### src/rtl/pb_pkg.sv
// Shared defaults and helpers for the pushbutton scanner with a key-code FIFO.
package pb_pkg;

  localparam int NUM_PB_DEF     = 21;
  localparam int TICK_DIV_DEF   = 10000;
  localparam int DB_SAMPLES_DEF = 4;
  localparam int FIFO_DEPTH_DEF = 8;

  // Key-code width; a single button still needs one bit.
  function automatic int code_w(input int n);
    return (n > 1) ? $clog2(n) : 1;
  endfunction

  localparam int CODE_W_DEF = code_w(NUM_PB_DEF);

  typedef logic [CODE_W_DEF-1:0] key_code_t;

endpackage

### src/rtl/sync_fifo.sv
// Single-clock show-ahead FIFO; a push into a full FIFO is accepted only
// when a pop frees a slot in the same cycle.
module sync_fifo
  import pb_pkg::*;
#(
  parameter int WIDTH = CODE_W_DEF,
  parameter int DEPTH = FIFO_DEPTH_DEF
) (
  input  logic                     clk,
  input  logic                     rst,
  input  logic                     push,
  input  logic                     pop,
  input  logic [WIDTH-1:0]         din,
  output logic [WIDTH-1:0]         dout,
  output logic                     full,
  output logic                     empty,
  output logic [$clog2(DEPTH):0]   count
);

  localparam int AW = $clog2(DEPTH);

  logic [WIDTH-1:0] mem [DEPTH];
  logic [AW-1:0]    wptr;
  logic [AW-1:0]    rptr;
  logic             do_push;
  logic             do_pop;

  assign empty   = (count == '0);
  assign full    = (count == (AW+1)'(DEPTH));
  assign do_pop  = pop & ~empty;
  assign do_push = push & (~full | do_pop);

  always_ff @(posedge clk) begin
    if (do_push) mem[wptr] <= din;
  end

  always_ff @(posedge clk) begin
    if (rst) begin
      wptr  <= '0;
      rptr  <= '0;
      count <= '0;
    end else begin
      if (do_push) wptr <= wptr + AW'(1);
      if (do_pop)  rptr <= rptr + AW'(1);
      case ({do_push, do_pop})
        2'b10:   count <= count + (AW+1)'(1);
        2'b01:   count <= count - (AW+1)'(1);
        default: count <= count;
      endcase
    end
  end

  // Storage is never reset, so the head reads as zero while empty.
  assign dout = empty ? '0 : mem[rptr];

endmodule

### src/rtl/pb_scan_fifo.sv
// Debounces a bank of pushbuttons and queues the index of each newly
// pressed button into a FIFO, lowest index first when several rise together.
module pb_scan_fifo
  import pb_pkg::*;
#(
  parameter int  NUM_PB     = NUM_PB_DEF,
  parameter int  TICK_DIV   = TICK_DIV_DEF,
  parameter int  DB_SAMPLES = DB_SAMPLES_DEF,
  parameter int  FIFO_DEPTH = FIFO_DEPTH_DEF,
  localparam int CODE_W     = code_w(NUM_PB),
  localparam int CNT_W      = $clog2(FIFO_DEPTH) + 1
) (
  input  logic              hwclk,
  input  logic              reset,
  input  logic [NUM_PB-1:0] pb,
  output logic [NUM_PB-1:0] pressed,
  output logic [CODE_W-1:0] key_code,
  output logic              key_valid,
  input  logic              key_ready,
  output logic [CNT_W-1:0]  key_count,
  output logic              overflow,
  input  logic              clr_ovf
);

  localparam int PW = (TICK_DIV > 1) ? $clog2(TICK_DIV) : 1;

  logic [NUM_PB-1:0]     sync_p0;
  logic [NUM_PB-1:0]     sync_p1;
  logic [PW-1:0]         presc;
  logic                  tick;
  logic [DB_SAMPLES-1:0] hist     [NUM_PB];
  logic [DB_SAMPLES-1:0] hist_nxt [NUM_PB];
  logic [NUM_PB-1:0]     pressed_last;
  logic [NUM_PB-1:0]     rise;
  logic [NUM_PB-1:0]     pending;
  logic [NUM_PB-1:0]     clr_mask;
  logic                  sel_vld;
  logic [CODE_W-1:0]     sel_idx;
  logic                  fifo_full;
  logic                  fifo_empty;
  logic                  pop;
  logic                  drop;

  // Stage 0/1: two-flop synchronizer on the raw button levels.
  always_ff @(posedge hwclk) begin
    if (reset) begin
      sync_p0 <= '0;
      sync_p1 <= '0;
    end else begin
      sync_p0 <= pb;
      sync_p1 <= sync_p0;
    end
  end

  assign tick = (presc == PW'(TICK_DIV - 1));

  always_ff @(posedge hwclk) begin
    if (reset)     presc <= '0;
    else if (tick) presc <= '0;
    else           presc <= presc + PW'(1);
  end

  always_comb begin
    for (int i = 0; i < NUM_PB; i++) begin
      hist_nxt[i] = {hist[i][DB_SAMPLES-2:0], sync_p1[i]};
    end
  end

  // Debounce stage: level only changes on a full run of equal samples.
  always_ff @(posedge hwclk) begin
    if (reset) begin
      for (int i = 0; i < NUM_PB; i++) hist[i] <= '0;
      pressed <= '0;
    end else if (tick) begin
      for (int i = 0; i < NUM_PB; i++) begin
        hist[i] <= hist_nxt[i];
        if (&hist_nxt[i])       pressed[i] <= 1'b1;
        else if (~|hist_nxt[i]) pressed[i] <= 1'b0;
      end
    end
  end

  assign rise = pressed & ~pressed_last;

  always_comb begin
    sel_vld  = 1'b0;
    sel_idx  = '0;
    clr_mask = '0;
    for (int i = 0; i < NUM_PB; i++) begin
      if (pending[i] && !sel_vld) begin
        sel_vld     = 1'b1;
        sel_idx     = CODE_W'(i);
        clr_mask[i] = 1'b1;
      end
    end
  end

  // Pending stage: a new rise re-arms a bit even as it is being served.
  always_ff @(posedge hwclk) begin
    if (reset) begin
      pressed_last <= '0;
      pending      <= '0;
    end else begin
      pressed_last <= pressed;
      pending      <= (pending & ~clr_mask) | rise;
    end
  end

  assign key_valid = ~fifo_empty;
  assign pop       = key_ready & key_valid;
  assign drop      = sel_vld & fifo_full & ~pop;

  always_ff @(posedge hwclk) begin
    if (reset)        overflow <= 1'b0;
    else if (drop)    overflow <= 1'b1;
    else if (clr_ovf) overflow <= 1'b0;
  end

  sync_fifo #(
    .WIDTH (CODE_W),
    .DEPTH (FIFO_DEPTH)
  ) u_fifo (
    .clk   (hwclk),
    .rst   (reset),
    .push  (sel_vld),
    .pop   (pop),
    .din   (sel_idx),
    .dout  (key_code),
    .full  (fifo_full),
    .empty (fifo_empty),
    .count (key_count)
  );

endmodule

### config.mk
export PLATFORM = sky130hd
export DESIGN_NAME = pb_scan_fifo
export DESIGN_NICKNAME = d
export VERILOG_FILES = /design/src/rtl/pb_pkg.sv /design/src/rtl/sync_fifo.sv /design/src/rtl/pb_scan_fifo.sv
export SDC_FILE = /design/constraint.sdc
export NUM_CORES = 1
export LEC_CHECK = 0
export BUFFER_PORTS_ARGS = -buffer_cell sky130_fd_sc_hd__buf_2
export CORE_MARGIN = 3
export CORE_UTILIZATION = 45
export DETAILED_ROUTE_END_ITERATION = 10
export PLACE_DENSITY = 0.6
export SLEW_MARGIN = 0
export SYNTH_ARGS = -nofsm -noshare
export SYNTH_HDL_FRONTEND = slang
export SYNTH_SLANG_ARGS = --single-unit
### constraint.sdc
create_clock -name hwclk -period 3.3 [get_ports hwclk]
set_input_delay 0.165 -clock hwclk [delete_from_list [all_inputs] [get_ports hwclk]]
set_output_delay 0.165 -clock hwclk [all_outputs]
set_load 0.05 [all_outputs]
==> results of run 1 <==
-- worst min-delay path by stage --
stage               startpoint                to  slack (ps)  depth (start not counted)
2_1_floorplan            pb[0]        sync_p0[0]         290                          1
3_3_place_gp            pb[14]       sync_p0[14]         370                          2
3_5_place_dp   pressed_last[0]        pending[0]         380                          1
4_1_cts                  reset  pressed_last[17]          50                          2
5_1_grt                  reset       sync_p0[15]          70                          2
6_report                 reset       sync_p0[15]          60                          2
-- metal layers --
metal	track usage (%)	share of wire, %	vias up
met3	3.10	3.9	27
li1	-	-	2760
met2	25.5	48	88
met1	21.6	46	2720
met4	3.90	1.9	0
met5	0	0	-
-- kinds of logic (layout without fill, tap and decap cells) --
group | after synthesis | after routing | share of synthesized area [%]
and+or+nand+nor | 306 | 306 | 20.8
DFF | 236 | 236 | 64.8
AOI/OAI and AO/OA | 98 | 98 | 6.89
buffers and inverters | 36 | 141 | 1.58
muxes | 20 | 20 | 3.69
xor gates and xnor gates | 16 | 16 | 1.58
adders and majority gates | 4 | 4 | 0.564
-- cells in the mapped netlist, drive strengths merged, types with 2 or more instances --
cell / count / area, um2
o31ai: 2 / 15.0
nor3b: 4 / 30.0
inv: 8 / 30.0
nand2b: 17 / 106
mux2: 2 / 22.5
edfxtp: 103 / 3090
ha: 4 / 50.1
a21oi: 51 / 255
buf: 6 / 27.5
o211ai: 3 / 22.5
or3: 6 / 42.5
a41oi: 21 / 184
nand3: 7 / 35.0
nand2: 10 / 37.5
xnor2: 7 / 61.3
and2: 55 / 344
mux2i: 8 / 80.1
dfxtp: 133 / 2660
nor3: 21 / 110
nand4: 5 / 37.5
and4b: 2 / 20.0
clkbuf: 22 / 82.6
o21ai: 15 / 78.8
nor4: 9 / 114
nor2b: 84 / 526
or4: 23 / 176
mux4: 10 / 225
xor2: 9 / 78.8
nor2: 55 / 206
-- where the power goes --
group	internal [mW]	total, mW	switching (mW)	leakage [nW]
sequential	3.14	3.26	0.117	2.06
combinational	0.296	0.849	0.553	1.37
clock	1.57	2.63	1.07	0.373
total	5.01	6.74	1.74	3.80
-- area by class of cell --
type	count	area, um2
multi-input cells	444	2990
fillers	1670	8560
well taps	260	325
repair buffers	89	588
flip-flops and latches	236	5760
inverters	8	30.0
clock buffers	38	716
clock inverters	6	60.1
-- worst register-to-register path, stage by stage, from the launching register on --
cell and delay (ps):
dfxtp_1 350, nor4_2 450, nand4_2 310, nor3_2 370, xor2_1 120, ha_1 230
o41ai_2 340, mux2_2 370
-- registers in the layout, summed over array words and instances (netlist names), named ones only --
| register | flops |
|---|---|
| hist | 63 |
| overflow | 1 |
| pending | 21 |
| presc | 14 |
| pressed | 21 |
| pressed_last | 21 |
| sync_p0 | 21 |
| sync_p1 | 21 |
| u_fifo.count | 4 |
| u_fifo.mem | 40 |
| u_fifo.rptr | 3 |
| u_fifo.wptr | 3 |
-- stage by stage --
step	total power, mW	area [um2]	utilization, %
global placement	4.13	9450	49.7
CTS	6.82	10500	55.0
finish	6.74	10500	55.0
floorplan	3.95	8880	-
global route	6.99	10500	55.0
detailed placement	4.17	9450	49.7
==> results by group, run 1 <==
Timing
  • Slew @ Worst Pin: 916 ps
  • Fin crit period: roughly 2700 ps
  • Final Skew: 12.8 ps
  • # setup viols final: 0
  • Final WS setup: 650 ps
  • FMAX: 377 MHz
  • Pins over their slew limit: 0
  • Slew headroom: 38.8%
  • Setup TNS: 0 ps
  • Final hold viol count: 0
  • Hold Worst Slack: 61.4 ps
  • RSZ-0062 raised after global routing: false
  • Crit share post-route: approximately 80%

Setup path
  • Top Family by Delay on Critical Path: simple AND/OR/NAND/NOR gates
  • Reg-to-reg critical path endpoint: u_fifo.count[2]
  • Flop2flop setup slack: approximately 650 ps
  • Buffers & Inverters on Critical Path: 0
  • WP data arrival: a little over 3000 ps
  • Crit Path Max Fanout: 9
  • Critical path required time: roughly 3700 ps
  • Register-to-Register Path Depth: 7
  • Worst path cell trace: nor4_2 -> nand4_2 -> nor3_2 -> xor2_1 -> ha_1 -> o41ai_2 -> mux2_2
  • Critical path endpoint: u_fifo.count[2]
  • Crit path launch: pending[12]
  • CP max stage delay: 450 ps
  • WP depth: 7
  • Worst setup EP type: flop
  • Slowest cell on crit path: nor4_2
  • Crit Path Class: flop to flop
  • R2r startpoint: pending[12]
  • Critical Path Start Type: flop

Placement
  • Dpl ws: 690 ps
  • GPL Wtd Cong: around 0.81
  • Hpwl dp: roughly 11 mm
  • # placed instances: ~1000
  • Port Buf Inserts: 56

Global route
  • Largest net degree at the start of global routing: 56
  • Vias in the first global route: 5469
  • GRT Resource Usage Total: 15.6%
  • GR Overflow Total: 0
  • Initial antenna violation count: 0
  • First-pass GRT wire length: 28.0 mm

Cells and area
  • Non-Filler Instances: 1081
  • Layout net count: ~830
  • Area growth, synth to finish: 17.8%
  • Commonest non-fill, non-tap cell in the layout: dfxtp_1
  • Antenna diodes: 0
  • Share of layout cells above drive strength 1: 15.3%
  • Most frequent cells in the layout: dfxtp_1 (133), edfxtp_1 (103), nor2b_1 (84)

Floorplan
  • Die H: 146 um
  • Die Wd: approximately 150 um
  • Site Rows: 50
  • Core footprint: 19000 um2
  • Initial Utilization: 46.7%
  • Die ar.: 21400 um2
  • IO Pins: 57

Clocking
  • Post-CTS setup buffer count: 0
  • CTS clk-pin slew, worst paths: about 60 ps
  • Max clock buf depth: 3
  • Clk sinks: 236
  • H-tree lvl count: 1
  • CTS tree: done
  • Post-CTS sizing: 0
  • Root buffer cell: clkbuf_16
  • CTS buffer count: 24
  • CTS hold repair buffers: 23
  • Clock latency on the worst-skew pair: 510 ps

Synthesis
  • Synthesized area: 8880 um2
  • Post-synth EDFFs: 103
  • Yosys Warn Count: 0
  • Synth Register Bits: between 200 and 250
  • Top_reg_cell synth: dfxtp_1
  • Netlist cell types: between 50 and 60
  • Post-synth ARST share: 0%
  • Mapped Cells: 716
  • Post-synthesis sequential area ratio: approximately two thirds
  • Syn_nets: 745
  • Syn_area_per_cell: ~12 um2

Pwr
  • Lkg Pwr: 3.80 nW
  • P per Cell Area: 644 nW/um2
  • Max VDD drop: approximately 0.00042 V

Flow run
  • Maxcap violations: 0

Routing
  • Via Count: 5595
  • Post-Route WL: between 15 and 20 mm
  • Residual DRC count: 0
  • Antenna viol nets, final: 0
  • Vias per inst: a little over 5
  • Pre-antenna DRT Iters: 4
  • DR WL/cell: 15.8 um
  • Initial DRC count: 346

Run status
  • Outcome: completed

Worst hold path
  • Worst min-delay path category: primary input to flop
(Power assumes the default switching activity.)
==> run 2: changes to the inputs <==
- clock period: 3.3 -> 2.7 ns (I/O delays scaled with it)
==> run 2 against run 1 <==
Count of clock-buffer cells in the layout up 2. Cell count up 0.93%. Cell area up 0.73%. Largest cell class unchanged.
==> results by group, run 2 (same netlist as run 1, synthesis figures left out) <==
Global route
  • GR Overflow Total: 0
  • Largest net degree at the start of global routing: 63
  • Initial antenna violation count: 0
  • Vias in the first global route: 5657
  • First-pass GRT wire length: between 20 and 30 mm
  • GRT Resource Usage Total: 16.0%

Floorplan
  • Initial Utilization: a little under half
  • IO Pins: 57
  • Core footprint: between 15000 and 20000 um2
  • Die Wd: 146 um
  • Die ar.: 21400 um2
  • Site Rows: 50
  • Die H: 146 um

Routing
  • Antenna viol nets, final: 0
  • Post-Route WL: 17.1 mm
  • Via Count: 5617
  • DR WL/cell: 15.6 um
  • Residual DRC count: 0
  • Pre-antenna DRT Iters: 4
  • Initial DRC count: between 300 and 400
  • Vias per inst: 5.15

Timing
  • Hold Worst Slack: 29.1 ps
  • Final hold viol count: 0
  • Final Skew: 12.6 ps
  • Pins over their slew limit: 0
  • Crit share post-route: roughly 93%
  • Slew headroom: 46.6%
  • # setup viols final: 0
  • Fin crit period: between 2000 and 3000 ps
  • RSZ-0062 raised after global routing: false
  • Setup TNS: 0 ps
  • FMAX: 397 MHz
  • Slew @ Worst Pin: 801 ps

Cells and area
  • Design area: ~11000 um2
  • Antenna diodes: 0
  • Share of layout cells above drive strength 1: around 16%
  • Layout net count: 842
  • Largest registers: hist (63), u_fifo.mem (40)
  • Max FFs per register: 63
  • Most frequent cells in the layout: dfxtp_1 (133), edfxtp_1 (103), nor2b_1 (84)
  • Layout Utilization: 55.4%
  • Largest Register: hist
  • Commonest non-fill, non-tap cell in the layout: dfxtp_1
  • Area growth, synth to finish: 18.7%

Clocking
  • Clk sinks: around 240
  • Root buffer cell: clkbuf_16
  • CTS clk-pin slew, worst paths: 60 ps
  • CTS buffer count: 25
  • CTS tree: done
  • Clock latency on the worst-skew pair: 500 ps
  • H-tree lvl count: 1
  • Max clock buf depth: 3
  • Post-CTS sizing: 0

Setup path
  • Slowest cell on crit path: or4_1
  • WP data arrival: approximately 2900 ps
  • Worst path cell trace: or2_1 -> or4_1 -> nor3_2 -> xor2_1 -> ha_1 -> o41ai_2 -> mux2_2
  • Critical Path Start Type: flop
  • CP max stage delay: 510 ps
  • Worst setup EP type: flop
  • Critical path required time: 3080 ps
  • Flop2flop setup slack: 180 ps
  • Crit Path Class: flop to flop
  • Crit Path Max Fanout: 4

Placement
  • Port Buf Inserts: 56
  • Post-DP Area: 9560 um2
  • GPL Wtd Cong: 0.748
  • Hpwl dp: ~11 mm

Flow run
  • Maxcap violations: 0

Pwr
  • Max VDD drop: 0.000582 V
  • P per Cell Area: 773 nW/um2
  • Overall power: 8.15 mW
  • Lkg Pwr: 3.84 nW

Run status
  • Outcome: completed

Worst hold path
  • Worst min-delay path category: primary input to flop
-- run 2: cell count changes in the layout (fill, tap and decap cells not counted), sizes merged --
| cell | change |
|---|---|
| buf | +9 |
| bufinv | -1 |
| clkbuf | +2 |
| clkinv | +2 |
| clkinvlp | -2 |
-- run 2: timing repair --
action	4_1_cts	5_1_grt
hold buffers	23	0
buffers inserted	0	0
hold endpoints to repair	23	0
-- run 2: metal layers --
layer | GRT usage, % | vias up | share of wire, %
li1 | - | 2778 | -
met1 | 21.9 | 2711 | 48
met2 | 26.5 | 94 | 47
met3 | 3.04 | 34 | 3.7
met4 | 4.05 | 0 | 2.1
met5 | 0 | - | 0
-- run 2: final cells by class --
class                   instances  area, um2
repair buffers                 98        693
fillers                      1657       8480
clock inverters                 5       25.0
flip-flops and latches        236       5760
multi-input cells             444       2990
well taps                     260        325
inverters                       8       30.0
clock buffers                  40        722
-- run 2: worst max-delay path, delay by kind of cell (launching register included) --
kind | cells | cell delay, ps
AO/OA/AOI/OAI | 1 | 330
adder cells (fa/ha/maj) | 1 | 220
AND/OR/NAND/NOR | 3 | 1030
flip-flops | 1 | 330
XOR/XNOR | 1 | 110
multiplexers | 1 | 370
-- run 2: per-stage QoR --
| stage | setup WS (ps) | instances |
|---|---|---|
| detailed placement | 181 | 1023 |
| global placement | 278 | 1023 |
| finish | 181 | 1091 |
| CTS | 172 | 1091 |
| floorplan | 58.3 | 716 |
| global route | 64.9 | 1091 |
-- run 2: report_power, final --
group / internal, mW / switching, mW / leakage [nW]
Clock: 1.82 / 1.27 / 0.363
Combinational: 0.388 / 0.725 / 1.43
Sequential: 3.84 / 0.104 / 2.05
Total: 6.05 / 2.10 / 3.84
-- run 2: worst paths after layout --
path	start	endpoint	cells past startpoint
worst max-delay path	pending[18]	u_fifo.count[2]	7
worst min-delay path	reset	sync_p0[9]	2
worst max register to register	pending[18]	u_fifo.count[2]	7
worst min register to register	pressed_last[0]	pending[0]	1
==> run 3: changes to the inputs <==
- clock period: 2.7 -> 2.85 ns (I/O delays scaled with it)
==> run 3 against run 2 <==
Critical path depth unchanged. Non-clock buffer count is 2 lower. Utilization rose by 0.29 points. Critical path type unchanged. Combinational power shrank 9%. Global-route usage decreased by 0.11 points.
==> results by group, run 3 (same netlist as run 1, synthesis figures left out) <==
Run status
  • Outcome: completed

Routing
  • Initial DRC count: 295
  • Via Count: 5574
  • Post-Route WL: 17.1 mm
  • Residual DRC count: 0
  • DR WL/cell: 15.7 um
  • Pre-antenna DRT Iters: 4
  • Routed met1 length: slightly below 8 mm
  • Antenna viol nets, final: 0
  • Vias per inst: 5.12
  • DR WL met2: 8.22 mm
  • Top layer in use: met4
  • Met3 WL post-DR: 654 um

Timing
  • FMAX: 396 MHz
  • Crit share post-route: between 80 and 90%
  • Slew @ Worst Pin: 1220 ps
  • Hold Worst Slack: 49.1 ps
  • Final WS setup: 322 ps
  • Slew headroom: 17.5%
  • Final hold viol count: 0
  • # setup viols final: 0
  • Setup TNS: 0 ps
  • RSZ-0062 raised after global routing: false
  • Pins over their slew limit: 0
  • Final Skew: roughly 11 ps
  • Fin crit period: 2530 ps

Cells and area
  • Largest registers: hist (63), u_fifo.mem (40)
  • FILL cells: around 1600
  • Area of the multi-input gates: 2990 um2
  • Max FFs per register: 63
  • Layout net count: between 800 and 900
  • Antenna diodes: 0
  • Non-Filler Instances: 1089
  • Largest Register: hist
  • FF+latch area: between 5000 and 6000 um2
  • Commonest non-fill, non-tap cell in the layout: dfxtp_1
  • Most frequent cells in the layout: dfxtp_1 (133), edfxtp_1 (103), nor2b_1 (84)
  • Area growth, synth to finish: 19.3%
  • Layout Utilization: 55.7%
  • Share of layout cells above drive strength 1: 16.4%

Floorplan
  • Initial Utilization: 46.7%
  • IO Pins: 57
  • Die Wd: between 100 and 150 um
  • Site Rows: 50
  • Die ar.: around 21000 um2
  • Die H: roughly 150 um
  • Core footprint: roughly 19000 um2

Clocking
  • Post-CTS sizing: 0
  • CTS tree: done
  • CTS buffer count: 25
  • Clock latency on the worst-skew pair: 510 ps
  • CTS clk-pin slew, worst paths: around 60 ps
  • Root buffer cell: clkbuf_16
  • Clk sinks: 236
  • Max clock buf depth: 3
  • H-tree lvl count: 1

Pwr
  • Sw Pwr: 2.04 mW
  • Lkg Pwr: between 3 and 4 nW
  • Internal power: about 6 mW
  • Sequential share of power: 47.1%
  • Combinational Power Share: 12.6%
  • Switching Fraction: 25.4%
  • Clock power share: 40.3%
  • P per Cell Area: ~760 nW/um2
  • Max VDD drop: 0.000531 V

Setup path
  • Critical path required time: ~3200 ps
  • WP data arrival: ~3000 ps
  • CP max stage delay: ~520 ps
  • Crit Path Max Fanout: 4
  • Register-to-Register Path Depth: 7
  • Top Family by Delay on Critical Path: simple AND/OR/NAND/NOR gates
  • Crit Path Class: flop to flop
  • Buffers & Inverters on Critical Path: 0
  • R2r startpoint: pending[18]
  • Reg-to-reg critical path endpoint: u_fifo.count[2]
  • Critical Path Start Type: flop
  • Flop2flop setup slack: 320 ps
  • Slowest cell on crit path: or4_1
  • Worst path cell trace: or2_1 -> or4_1 -> nor3_2 -> xor2_1 -> ha_1 -> o41ai_2 -> mux2_2
  • Worst setup EP type: flop

Global route
  • First-pass GRT wire length: 28.5 mm
  • Initial antenna violation count: 0
  • GRT Resource Usage Total: 15.9%
  • GR Overflow Total: 0
  • Vias in the first global route: 5675
  • Largest net degree at the start of global routing: 49

Placement
  • Dpl ws: 338 ps
  • GPL Wtd Cong: 0.829
  • Hpwl dp: 11.1 mm
  • # placed instances: 1021
  • Port Buf Inserts: 56

Worst hold path
  • Hold Crit Depth: 2
  • Hold EP: pressed_last[19]
  • Hold path startpoint: reset
  • Worst min-delay path category: primary input to flop

Flow run
  • Maxcap violations: 0
-- run 3: worst max path at each step --
stage,from,to,slack [ps],cells past startpoint
global placement,pending[18],u_fifo.count[2],390,7
floorplan,u_fifo.count[1],u_fifo.count[2],210,8
detailed placement,pending[18],u_fifo.count[2],340,7
CTS,flop,key_code[3],260,4
global route,presc[0],pressed[15],150,8
finish,pending[18],u_fifo.count[2],320,7
-- run 3: timing repair --
action,in CTS,in global routing
hold buffers,23,0
endpoints found under the hold margin,23,0
setup endpoints to repair,0,0
setup buffers,0,0
-- run 3: layout make-up --
type / instances / share of cell area, %
inverter: 8 / 0.284
multi-input combinational: 444 / 28.2
clock buffer: 34 / 6.60
sequential: 236 / 54.3
clock inverter: 11 / 1.23
tap: 260 / 3.07
timing repair buffer: 96 / 6.28
-- run 3: layer usage --
metal / global-route usage (%) / vias to the layer above
met4: 4.80 / 0
li1: - / 2771
met1: 21.5 / 2679
met2: 26.3 / 97
met3: 2.89 / 27
met5: 0 / -
-- run 3: power by group through the flow --
stage | clock (mW) | combinational, mW | sequential, mW
2_1_floorplan | 0 | 0.727 | 3.86
3_3_place_gp | 0 | 0.974 | 3.84
3_5_place_dp | 0 | 0.987 | 3.85
4_1_cts | 3.31 | 1.02 | 3.78
5_1_grt | 3.46 | 1.09 | 3.80
6_report | 3.23 | 1.01 | 3.77
-- run 3: worst reg2reg max path, delay by kind of cell, from the launching register on --
| kind | cells | cell delay, ps |
|---|---|---|
| muxes | 1 | 360 |
| adders and majority gates | 1 | 230 |
| xor gates and xnor gates | 1 | 120 |
| AOI/OAI and AO/OA | 1 | 330 |
| DFF | 1 | 320 |
| and+or+nand+nor | 3 | 1060 |
-- run 3: through the flow --
stage	area (um2)	total power, mW
after global placement	9530	4.81
final	10600	8.01
after floorplan	8880	4.59
after global routing	10600	8.35
after CTS	10600	8.10
after detailed placement	9530	4.84
